**src/rtl/serial_crc_ccitt_pkg.sv**
```systemverilog
// Shared CRC-16/CCITT-FALSE constants and a one-bit step function.
// Checkers and scoreboards can reuse crc_ccitt_step.
package crc_pkg;

    localparam int          CCITT_W    = 16;
    localparam logic [15:0] CCITT_POLY = 16'h1021;
    localparam logic [15:0] CCITT_SEED = 16'hFFFF;

    function automatic logic [15:0] crc_ccitt_step(input logic [15:0] crc, input logic din);
        logic fb;
        fb = din ^ crc[15];
        return {crc[14:0], 1'b0} ^ (fb ? CCITT_POLY : 16'h0000);
    endfunction

endpackage

```
**src/rtl/serial_crc_ccitt_lfsr_stage.sv**
```systemverilog
// Combinational next remainder for one MSB-first input bit of a Galois-form CRC.
module crc_lfsr_stage #(
    parameter int               CRC_W = 16,
    parameter logic [CRC_W-1:0] POLY  = 16'h1021
) (
    input  logic [CRC_W-1:0] i_crc,
    input  logic             i_bit,
    output logic [CRC_W-1:0] o_crc
);

    logic w_fb;

    assign w_fb  = i_bit ^ i_crc[CRC_W-1];
    assign o_crc = {i_crc[CRC_W-2:0], 1'b0} ^ ({CRC_W{w_fb}} & POLY);

endmodule

```
**src/rtl/serial_crc_ccitt.sv**
```systemverilog
// Bit-serial CRC-16/CCITT-FALSE generator/checker; crc_out is the running remainder.
module serial_crc_ccitt
    import crc_pkg::*;
#(
    parameter int               CRC_W = CCITT_W,
    parameter logic [CRC_W-1:0] POLY  = CCITT_POLY,
    parameter logic [CRC_W-1:0] SEED  = CCITT_SEED
) (
    input  logic             clk,
    input  logic             reset,
    input  logic             enable,
    input  logic             init,
    input  logic             data_in,
    output logic [CRC_W-1:0] crc_out
);

    logic [CRC_W-1:0] r_crc;
    logic [CRC_W-1:0] w_crc_next;

    crc_lfsr_stage #(
        .CRC_W (CRC_W),
        .POLY  (POLY)
    ) u_stage (
        .i_crc (r_crc),
        .i_bit (data_in),
        .o_crc (w_crc_next)
    );

    // init outranks enable, so a bit presented alongside init is dropped
    always_ff @(posedge clk or negedge reset) begin
        if (!reset) begin
            r_crc <= SEED;
        end else if (init) begin
            r_crc <= SEED;
        end else if (enable) begin
            r_crc <= w_crc_next;
        end
    end

    assign crc_out = r_crc;

endmodule

```
**config.mk**
```make
export PLATFORM = sky130hd
export DESIGN_NAME = serial_crc_ccitt
export DESIGN_NICKNAME = d
export VERILOG_FILES = /design/src/rtl/serial_crc_ccitt_pkg.sv /design/src/rtl/serial_crc_ccitt_lfsr_stage.sv /design/src/rtl/serial_crc_ccitt.sv
export SDC_FILE = /design/constraint.sdc
export NUM_CORES = 1
export LEC_CHECK = 0
export ABC_AREA = 0
export CORE_MARGIN = 2
export CORE_UTILIZATION = 48
export DETAILED_ROUTE_END_ITERATION = 12
export PLACE_DENSITY_LB_ADDON = 0.1
export SLEW_MARGIN = 20
export SYNTH_ARGS = -nofsm -noshare
export SYNTH_HDL_FRONTEND = slang
export SYNTH_SLANG_ARGS = --single-unit
```
**constraint.sdc**
```tcl
create_clock -name clk -period 2.5 [get_ports clk]
set_input_delay 0.5 -clock clk [delete_from_list [all_inputs] [get_ports clk]]
set_output_delay 0.5 -clock clk [all_outputs]
set_load 0.005 [all_outputs]
```
==> parameters.txt <==
Parameter                              Value

Status
  Run status    finished, final reports clean

Place
  Worst slack, placed    around 0.74 ns
  Port buffer count    20
  Final HPWL from detailed placement    885 um
  Final weighted congestion in routability-driven placement    0.666
  Area of placed instances    roughly 940 um2

STA
  Final setup violating endpoints    0
  Post-route clock period utilization    between 70% and 80%
  WHS    0.619 ns
  Hold violation total from the final report    0
  Setup tns final    0 ns
  Tightest Pin Transition    0.718 ns
  Final critical delay including setup and external delays    roughly 1.9 ns
  RSZ-0062 raised after global routing    no
  Clock Skew    ~0.0038 ns
  Slew margin rel.    roughly half
  Final worst-path setup slack    about 0.64 ns
  Number of max-slew violations in the final report    0
  Maximum clock frequency    around 540 MHz

Global routing
  Initial antenna violation count    0
  Global-route wire length before repair    2320 um
  Number of global-route vias before repair    around 500
  Maximum number of pins on one net before global-route repair    33
  GRT Resource Usage Total    16.7%
  Total gr overflow    0

Clocking
  Post-cts resize count    0
  Sinks on the clock net    16
  Worst-skew pair later-pin latency    0.27 ns
  H-tree levels    1
  Hold buffer count at cts    0
  Total setup buffers inserted after CTS    0
  Total clock buffers created by CTS    3
  CTS tree    built
  Clock Tree Buf Depth    2
  Buffer type at the clock tree root    sky130_fd_sc_hd__clkbuf_4
  Clock transition at the registers of the reported paths    approximately 0.08 ns

Floorplanning
  Die Outline Area    around 0.0019 mm2
  Chip height    between 40 and 50 um
  Number of standard-cell rows in the floorplan    14
  Area of the core    between 0.001 and 0.0015 mm2
  Initial Utilization    about 50%
  Top-level port count    21
  Die width    between 40 and 50 um

Power and ir drop
  Net switching power    around 0.12 mW
  Peak ir drop on the vdd network    0.341 mV
  Power density over cell area    around 550 mW/mm2
  Internal    roughly 0.41 mW
  Leakage    just under 0.4 nW
  Relative contribution of the clock network to total power    23.7%
  Relative contribution of sequential cells to total power    57.1%
  Switching Fraction    between 20% and 30%
  Combinational group share of total power    19.2%

Layout
  Net count of the finished layout    82
  Area of the multi-input gates    297 um2
  Inserted Diodes    0
  Sequential cell area    420 um2
  Layout Cell Area excl Fill    about 970 um2
  Fill cell count    119
  Layout cells sized above 1    a little over a quarter
  Final core utilization    65.7%
  Area grow syn2layout    30.6%
  Max FFs per register    16

Setup path
  Cell chain of the critical path    clkdlybuf4s50_1
  Logic depth of the worst path, buffers included    1
  Worst reg2reg path endpoint    crc_out[5]
  Slowest stage cell, crit path    sky130_fd_sc_hd__dfstp_2
  Critical R2R Launch    crc_out[15]
  Critical path fanouts, max    5
  Critical path launch point type    register
  Worst Path Buf+Inv    1
  Critical path class    reg2out
  Critical Path End Type    output pin
  Worst path max stage delay    roughly 0.58 ns
  Number of cells traversed by the worst register-to-register path    2
  Data arrival time of the critical path    around 1.4 ns
  Top Family by Delay on Critical Path    flip-flops
  Data required time at the worst endpoint    2.00 ns
  Minimum setup slack among reg-to-reg paths    approximately 1.1 ns

Worst hold path
  Class of the tightest hold or removal check    reg2reg
  Startpoint of the lowest-slack hold path    crc_out[0]
  Worst hold endpoint    crc_out[1]
  Hold depth    1

Yosys
  Average cell area after synthesis    ~13 um2
  Number of distinct standard cells referenced by the synthesized netlist    7
  Fraction of the mapped netlist area in adder cells    0%
  Number of instances in the synthesized netlist    56
  Combinational family with the most area after synthesis    compound AO/OA/AOI/OAI gates
  Biggest area contributors in the synthesized netlist    sky130_fd_sc_hd__dfstp_2 57%, sky130_fd_sc_hd__a211o_1 19%, sky130_fd_sc_hd__nor2b_1 14%
  Multiplexer area fraction after synthesis    0%
  Area share of the largest cell type after synthesis    between 50% and 60%
  Count of yosys warnings during synthesis    0
  Syn nets    61
  Number of synthesized register bits    16
  Cell Area, Synth    around 740 um2
  Xor and xnor area share after synthesis    7.60%
  Share of synthesized area occupied by flip-flops and latches    about 57%
  Post-synthesis share of cell area spent on and, or, nand and nor gates    13.5%
  Cell accounting for the most synthesized area    sky130_fd_sc_hd__dfstp_2
  Complex-gate fraction of the synthesized area    a little under a fifth

Routing
  Iteration count of the initial detailed-routing pass    2
  Total via count in the routed design    between 400 and 500
  Drt via density    approximately 5.5
  Number of antenna-violating nets in the routed design    0
  Detailed router's first-iteration violation count    2
  Post-detailed-routing wire length    1360 um
  DRC violation count after routing    0
  Wire length per cell    approximately 15 um

Job
  Number of max-cap violations    0
## cell usage in the layout (no fill, tap or decap)
| cell | Yosys | layout |
|---|---|---|
| sky130_fd_sc_hd__clkdlybuf4s50_1 | 0 | 20 |
| sky130_fd_sc_hd__nor2b_1 | 16 | 16 |
| sky130_fd_sc_hd__a211o_1 | 16 | 16 |
| sky130_fd_sc_hd__dfstp_2 | 16 | 16 |
| sky130_fd_sc_hd__clkbuf_4 | 0 | 3 |
| sky130_fd_sc_hd__xor3_1 | 2 | 2 |
| sky130_fd_sc_hd__xor2_1 | 1 | 1 |
| sky130_fd_sc_hd__buf_4 | 0 | 1 |
## layer usage
layer | wire length, um | global-route usage, %
met4 | 0 | 7.27
met5 | 0 | 0
met2 | 689 | 26.0
met1 | 602 | 22.6
met3 | 64 | 2.98
## through the flow
step,power [mW],instances
3_3_place_gp,0.410,88
4_1_cts,0.543,91
5_1_grt,0.563,91
3_5_place_dp,0.412,88
6_report,0.533,91
2_1_floorplan,0.357,56
## synthesized netlist by cell type
cell	count
sky130_fd_sc_hd__a211o_1	16
sky130_fd_sc_hd__dfstp_2	16
sky130_fd_sc_hd__nor2b_1	16
sky130_fd_sc_hd__buf_2	4
sky130_fd_sc_hd__xor3_1	2
sky130_fd_sc_hd__clkbuf_1	1
sky130_fd_sc_hd__xor2_1	1
## how the worst max path moves through the flow
stage,start,to,slack (ns)
6_report,crc_out[15],crc_out[15],0.64
3_5_place_dp,data_in,crc_out[12],0.74
2_1_floorplan,crc_out[15],crc_out[5],1.19
4_1_cts,crc_out[15],crc_out[15],0.62
5_1_grt,crc_out[15],crc_out[15],0.59
3_3_place_gp,data_in,crc_out[5],0.74
## area by class of cell
cell class | count | area share, %
well taps | 16 | 2.07
clock buffers | 3 | 2.33
repair buffers | 21 | 21.5
multi-input cells | 35 | 30.7
flip-flops and latches | 16 | 43.5
## power by group through the flow
stage | combinational, mW | sequential, mW | clock [mW]
3_3_place_gp | 0.101 | 0.309 | 0
3_5_place_dp | 0.103 | 0.309 | 0
2_1_floorplan | 0.0493 | 0.307 | 0
6_report | 0.102 | 0.304 | 0.126
5_1_grt | 0.112 | 0.308 | 0.143
4_1_cts | 0.104 | 0.305 | 0.135
## cells by family (layout without fill, tap and decap cells)
group | count (synthesis) | in the layout
buf+inv | 5 | 24
flops | 16 | 16
compound gates | 16 | 16
simple gates | 16 | 16
xor+xnor | 3 | 3
(Power assumes the default switching activity.)
